**src/rtl/oam_dma.sv**
```systemverilog
// OAM DMA engine: a write to the page register copies DMA_LEN bytes from {page, 8'h00} into OAM.
// Build option: OAM_DMA_SRC_MIRROR_EN folds pages E0..FF onto C0..DF (echo RAM) for the source.
module oam_dma #(
  parameter logic [15:0] REG_ADDR        = 16'hFF46,
  parameter logic [15:0] OAM_BASE        = 16'hFE00,
  parameter int unsigned DMA_LEN         = 160,
  parameter int unsigned CYCLES_PER_BYTE = 4,
  parameter int unsigned START_DELAY     = 1
) (
  input  logic        clk,
  input  logic        reset,
  input  logic [15:0] reg_addr,
  input  logic [7:0]  reg_wdata,
  input  logic        reg_write_en,
  input  logic        reg_read_en,
  output logic [7:0]  reg_rdata,
  output logic [15:0] m_addr,
  output logic        m_read_en,
  input  logic [7:0]  m_rdata,
  output logic        m_write_en,
  output logic [7:0]  m_wdata,
  output logic        busy
);

  localparam int unsigned DLY_CYC   = START_DELAY * CYCLES_PER_BYTE;
  localparam int unsigned CNT_MAX   = (DLY_CYC > CYCLES_PER_BYTE) ? DLY_CYC : CYCLES_PER_BYTE;
  localparam int unsigned CNT_W     = $clog2(CNT_MAX + 1);
  localparam int unsigned DLY_LAST  = (DLY_CYC > 0) ? DLY_CYC - 1 : 0;
  localparam int unsigned SLOT_LAST = CYCLES_PER_BYTE - 1;
  localparam int unsigned IDX_LAST  = DMA_LEN - 1;

  typedef enum logic [1:0] {
    S_IDLE  = 2'd0,
    S_DELAY = 2'd1,
    S_XFER  = 2'd2
  } state_e;

  state_e           state_q, state_d;
  logic [7:0]       page_q, page_d;
  logic [7:0]       idx_q, idx_d;
  logic [CNT_W-1:0] cnt_q, cnt_d;
  logic             busy_q, busy_d;
  logic [15:0]      m_addr_q, m_addr_d;
  logic             m_read_en_q, m_read_en_d;
  logic             m_write_en_q, m_write_en_d;
  logic [7:0]       m_wdata_q, m_wdata_d;
  logic [7:0]       src_page;
  logic             trig;

  assign trig      = reg_write_en && (reg_addr == REG_ADDR);
  assign reg_rdata = (reg_read_en && (reg_addr == REG_ADDR)) ? page_q : 8'hFF;

  assign m_addr     = m_addr_q;
  assign m_read_en  = m_read_en_q;
  assign m_write_en = m_write_en_q;
  assign m_wdata    = m_wdata_q;
  assign busy       = busy_q;

  // State and output registers
  always_ff @(posedge clk or posedge reset) begin
    if (reset) begin
      state_q      <= S_IDLE;
      page_q       <= 8'hFF;
      idx_q        <= 8'h00;
      cnt_q        <= '0;
      busy_q       <= 1'b0;
      m_addr_q     <= 16'h0000;
      m_read_en_q  <= 1'b0;
      m_write_en_q <= 1'b0;
      m_wdata_q    <= 8'h00;
    end else begin
      state_q      <= state_d;
      page_q       <= page_d;
      idx_q        <= idx_d;
      cnt_q        <= cnt_d;
      busy_q       <= busy_d;
      m_addr_q     <= m_addr_d;
      m_read_en_q  <= m_read_en_d;
      m_write_en_q <= m_write_en_d;
      m_wdata_q    <= m_wdata_d;
    end
  end

  // Next state; strobes are derived from the next state so they register in their own slot cycle
  always_comb begin
    state_d      = state_q;
    page_d       = page_q;
    idx_d        = idx_q;
    cnt_d        = cnt_q;
    busy_d       = busy_q;
    m_addr_d     = m_addr_q;
    m_read_en_d  = 1'b0;
    m_write_en_d = 1'b0;
    m_wdata_d    = m_read_en_q ? m_rdata : m_wdata_q;
    src_page     = 8'h00;

    case (state_q)
      S_IDLE: begin
      end
      S_DELAY: begin
        if (cnt_q == CNT_W'(DLY_LAST)) begin
          state_d = S_XFER;
          cnt_d   = '0;
        end else begin
          cnt_d = cnt_q + CNT_W'(1);
        end
      end
      S_XFER: begin
        if (cnt_q == CNT_W'(SLOT_LAST)) begin
          cnt_d = '0;
          if (idx_q == 8'(IDX_LAST)) begin
            state_d = S_IDLE;
            busy_d  = 1'b0;
            idx_d   = 8'h00;
          end else begin
            idx_d = idx_q + 8'd1;
          end
        end else begin
          cnt_d = cnt_q + CNT_W'(1);
        end
      end
      default: begin
        state_d = S_IDLE;
        busy_d  = 1'b0;
      end
    endcase

    // A page write restarts from byte 0 in any state, overriding the slot bookkeeping above
    if (trig) begin
      page_d  = reg_wdata;
      idx_d   = 8'h00;
      cnt_d   = '0;
      busy_d  = 1'b1;
      state_d = (START_DELAY > 0) ? S_DELAY : S_XFER;
    end

`ifdef OAM_DMA_SRC_MIRROR_EN
    src_page = (page_d >= 8'hE0) ? (page_d - 8'h20) : page_d;
`else
    src_page = page_d;
`endif

    if (state_d == S_XFER && cnt_d == CNT_W'(0)) begin
      m_read_en_d = 1'b1;
      m_addr_d    = {src_page, idx_d};
    end else if (state_d == S_XFER && cnt_d == CNT_W'(1)) begin
      m_write_en_d = 1'b1;
      m_addr_d     = OAM_BASE + {8'h00, idx_d};
    end
  end

endmodule

```
**config.mk**
```make
export PLATFORM = sky130hd
export DESIGN_NAME = oam_dma
export DESIGN_NICKNAME = d
export VERILOG_FILES = /design/src/rtl/oam_dma.sv
export SDC_FILE = /design/constraint.sdc
export NUM_CORES = 1
export LEC_CHECK = 0
export BUFFER_PORTS_ARGS = -buffer_cell sky130_fd_sc_hd__buf_2
export CAP_MARGIN = 40
export CORE_UTILIZATION = 45
export DETAILED_ROUTE_END_ITERATION = 10
export PLACE_DENSITY = 0.74
export SETUP_SLACK_MARGIN = 0.15
export SLEW_MARGIN = 5
export SYNTH_ARGS = -nofsm -noshare
export SYNTH_HDL_FRONTEND = slang
export SYNTH_SLANG_ARGS = --single-unit
export TNS_END_PERCENT = 30
```
**constraint.sdc**
```tcl
create_clock -name clk -period 2.1 [get_ports clk]
set_input_delay 0.21 -clock clk [delete_from_list [all_inputs] [get_ports clk]]
set_output_delay 0.21 -clock clk [all_outputs]
set_load 0.1 [all_outputs]
```
==> results.ini <==
[status]
status = finished, final reports clean

[logic_synthesis]
yosysMostFrequentCell = dfrtp_1
synth_area_leaders = dfrtp_1, dfstp_2, mux2_2
yosys_most_used_dff = dfrtp_1
synth_cell_types = 38
syn-cell-area_sq_um = 2327
avgSynthCellArea_sq_um = 11.14
synth_top_area_cell = dfrtp_1
synth_edf_count = 0
synth_nets = 251
ys_seq_area_share_pct = 52.04
async_flop_share_pct = 100.0
synth_common_cells = dfrtp_1, nand2_1, mux2_2
synth_warnings = 0
synth-seq-cells = 48
synth_cells = 209
synth_top_area_share_pct = 43.01

[floorplanning]
die_area_sq_um = 5463
core-area_sq_um = 4848
die_h_um = 73.92
ios = 71
row_count = 25
start_util_pct = 48.00
die_w_um = 73.92

[placement]
place_area_sq_um = 2858
port_buffers = 70
place_ws_ps = -38.68
routabilityCongestion = 0.8430
hpwlAfterDp_mm = 3.530
placed_cells = 352

[routing]
num_vias = 1869
drt_iter0_markers = 78
wl_mm = 4.934
wl_met1_mm = 2.189
met3_length_um = 264
drc = 0
routed.top_layer = met4
avgRoutedWirePerCell_um = 13.44
wl_met2_mm = 2.404
drt_pass1_iterations = 4
viasPerCell = 5.093
ant_nets = 0

[timing]
worst_slew_pin_slew_ps = 492.2
fmax_mhz = 480.8
setup_ws_ps = 20.11
post-route-min-period_ps = 2080
finalSetupTns_ps = 0
holdWs_ps = 129.9
relSlewSlack_pct = 67.41
setup_violations = 0
min_period_over_period_pct = 99.04
final.setup_skew_ps = 9.103
drv_slew = 0
rsz0062_at_grt = yes
finalHoldViolations = 0

[clocking]
cts_tree = done
cts_root_buf = clkbuf_8
cts.sinks = 48
clk_pin_slew_ps = 90
cts.path.max_buffers = 2
htree_levels = 2
numCtsBuffers = 5
clock_latency_ps = 300

[global_route]
grt_pass1_wl_mm = 8.045
grt_pass1_vias = 1772
overflow = 0
grt_use_total_pct = 19.60
antenna_found_initial = 0
grt_start_max_net_pins = 21

[flow_run]
max-cap-violations = 0

[worst_setup_path]
cp_max_fo = 12
crit_arrival_ps = 2260
start_kind = flip-flop
required_ps = 2280
crit_type = flip-flop to flip-flop
endpoint_kind = flip-flop

[finish]
area_delta_synth_final_pct = 32.58
final_core_util_pct = 63.64
drive_above_1_share_pct = 51.33
final_cells = 367
layout.nets = 341
diodes = 0
stdcell_area_sq_um = 3085

[power_and_ir_drop]
p_leak_nw = 1.481
irDropWorstVdd_mv = 1.171
power.total_mw = 4.411
pwr_density_cell_nw_per_um2 = 1430

[worst_hold_path]
min_path_type = input pin to flip-flop

worst max-delay path, stage by stage, from the launching register on:
cell,delay [ps]
dfrtp_1,400
inv_2,70
ha_4,290
mux2_4,310
o22ai_2,150
and4_4,260
buf_12,150
mux2_2,330
sequential cells by signal, summed over array words and instances (netlist names):
name,cells
page_q,8
state_q,2
idx_q,8
m_addr,16
busy,1
m_write_en,1
m_wdata,8
cnt_q,3
m_read_en,1
cells in the final DEF, fill, tap and decap left out, drive strengths merged, types with 2 or more instances in the layout:
master	n
inv	6
or2	8
o31ai	2
and3	2
nand3	13
a211oi	2
o21ai	8
clkbuf	5
buf	91
dfstp	8
nor3	2
xnor2	3
ha	6
nand3b	2
nand2	28
and2	4
nor2b	10
a21oi	6
dfrtp	40
mux2	25
nor2	9
nand4bb	2
nor4	3
metal layers:
| metal | global-route usage [%] | up-vias |
|---|---|---|
| met5 | 0 | - |
| met4 | 7.265 | 0 |
| met3 | 4.115 | 5 |
| met2 | 32.12 | 73 |
| met1 | 25.62 | 884 |
| li1 | - | 907 |
path summary, 6_finish.rpt:
kind | to | startpoint | cells past startpoint | slack (ps)
max in group asynchronous | page_q[6]$_DFF_PP1_ | reset | 4 | 1080
worst max-delay path | m_addr[5]$_DFFE_PP0P_ | state_q[1]$_DFF_PP0_ | 7 | 20
worst max register to register | m_addr[5]$_DFFE_PP0P_ | state_q[1]$_DFF_PP0_ | 7 | 20
worst min register to register | page_q[5]$_DFF_PP1_ | page_q[5]$_DFF_PP1_ | 2 | 470
min in group asynchronous | m_wdata[7]$_DFFE_PP0P_ | reset | 3 | 400
worst min-delay path | page_q[6]$_DFF_PP1_ | reg_wdata[6] | 3 | 130
where the power goes:
part / internal [mW] / leakage, nW / switching (mW)
clock: 0.236 / 0.0445 / 0.312
combinational: 0.667 / 0.842 / 1.87
sequential: 1.17 / 0.595 / 0.151
total: 2.08 / 1.48 / 2.33
cell families after synthesis:
logic type                 count (synthesis)  synth area share, %
muxes                                     25                13.39
xor gates and xnor gates                   4                1.506
DFF                                       48                52.04
and+or+nand+nor                           89                20.48
AOI/OAI and AO/OA                         23                5.968
buffers and inverters                     14                3.387
adders and majority gates                  6                3.226
final cells by class:
| class | instances | area (sq um) |
|---|---|---|
| clock buffer | 5 | 68.82 |
| clock inverter | 3 | 21.27 |
| fill | 370 | 1763 |
| inverter | 5 | 18.77 |
| multi-input combinational | 147 | 1092 |
| sequential | 48 | 1211 |
| tap | 67 | 83.83 |
| timing repair buffer | 92 | 589.3 |
repair_timing:
item                       in CTS  in global routing
setup endpoints to repair      24                 27
pin swaps                       0                  3
hold endpoints to repair       14                  0
resized for setup               1                 31
buffers inserted                2                  4
hold buffers                    1                  0
Note: power is estimated with default switching activity, not from simulation.
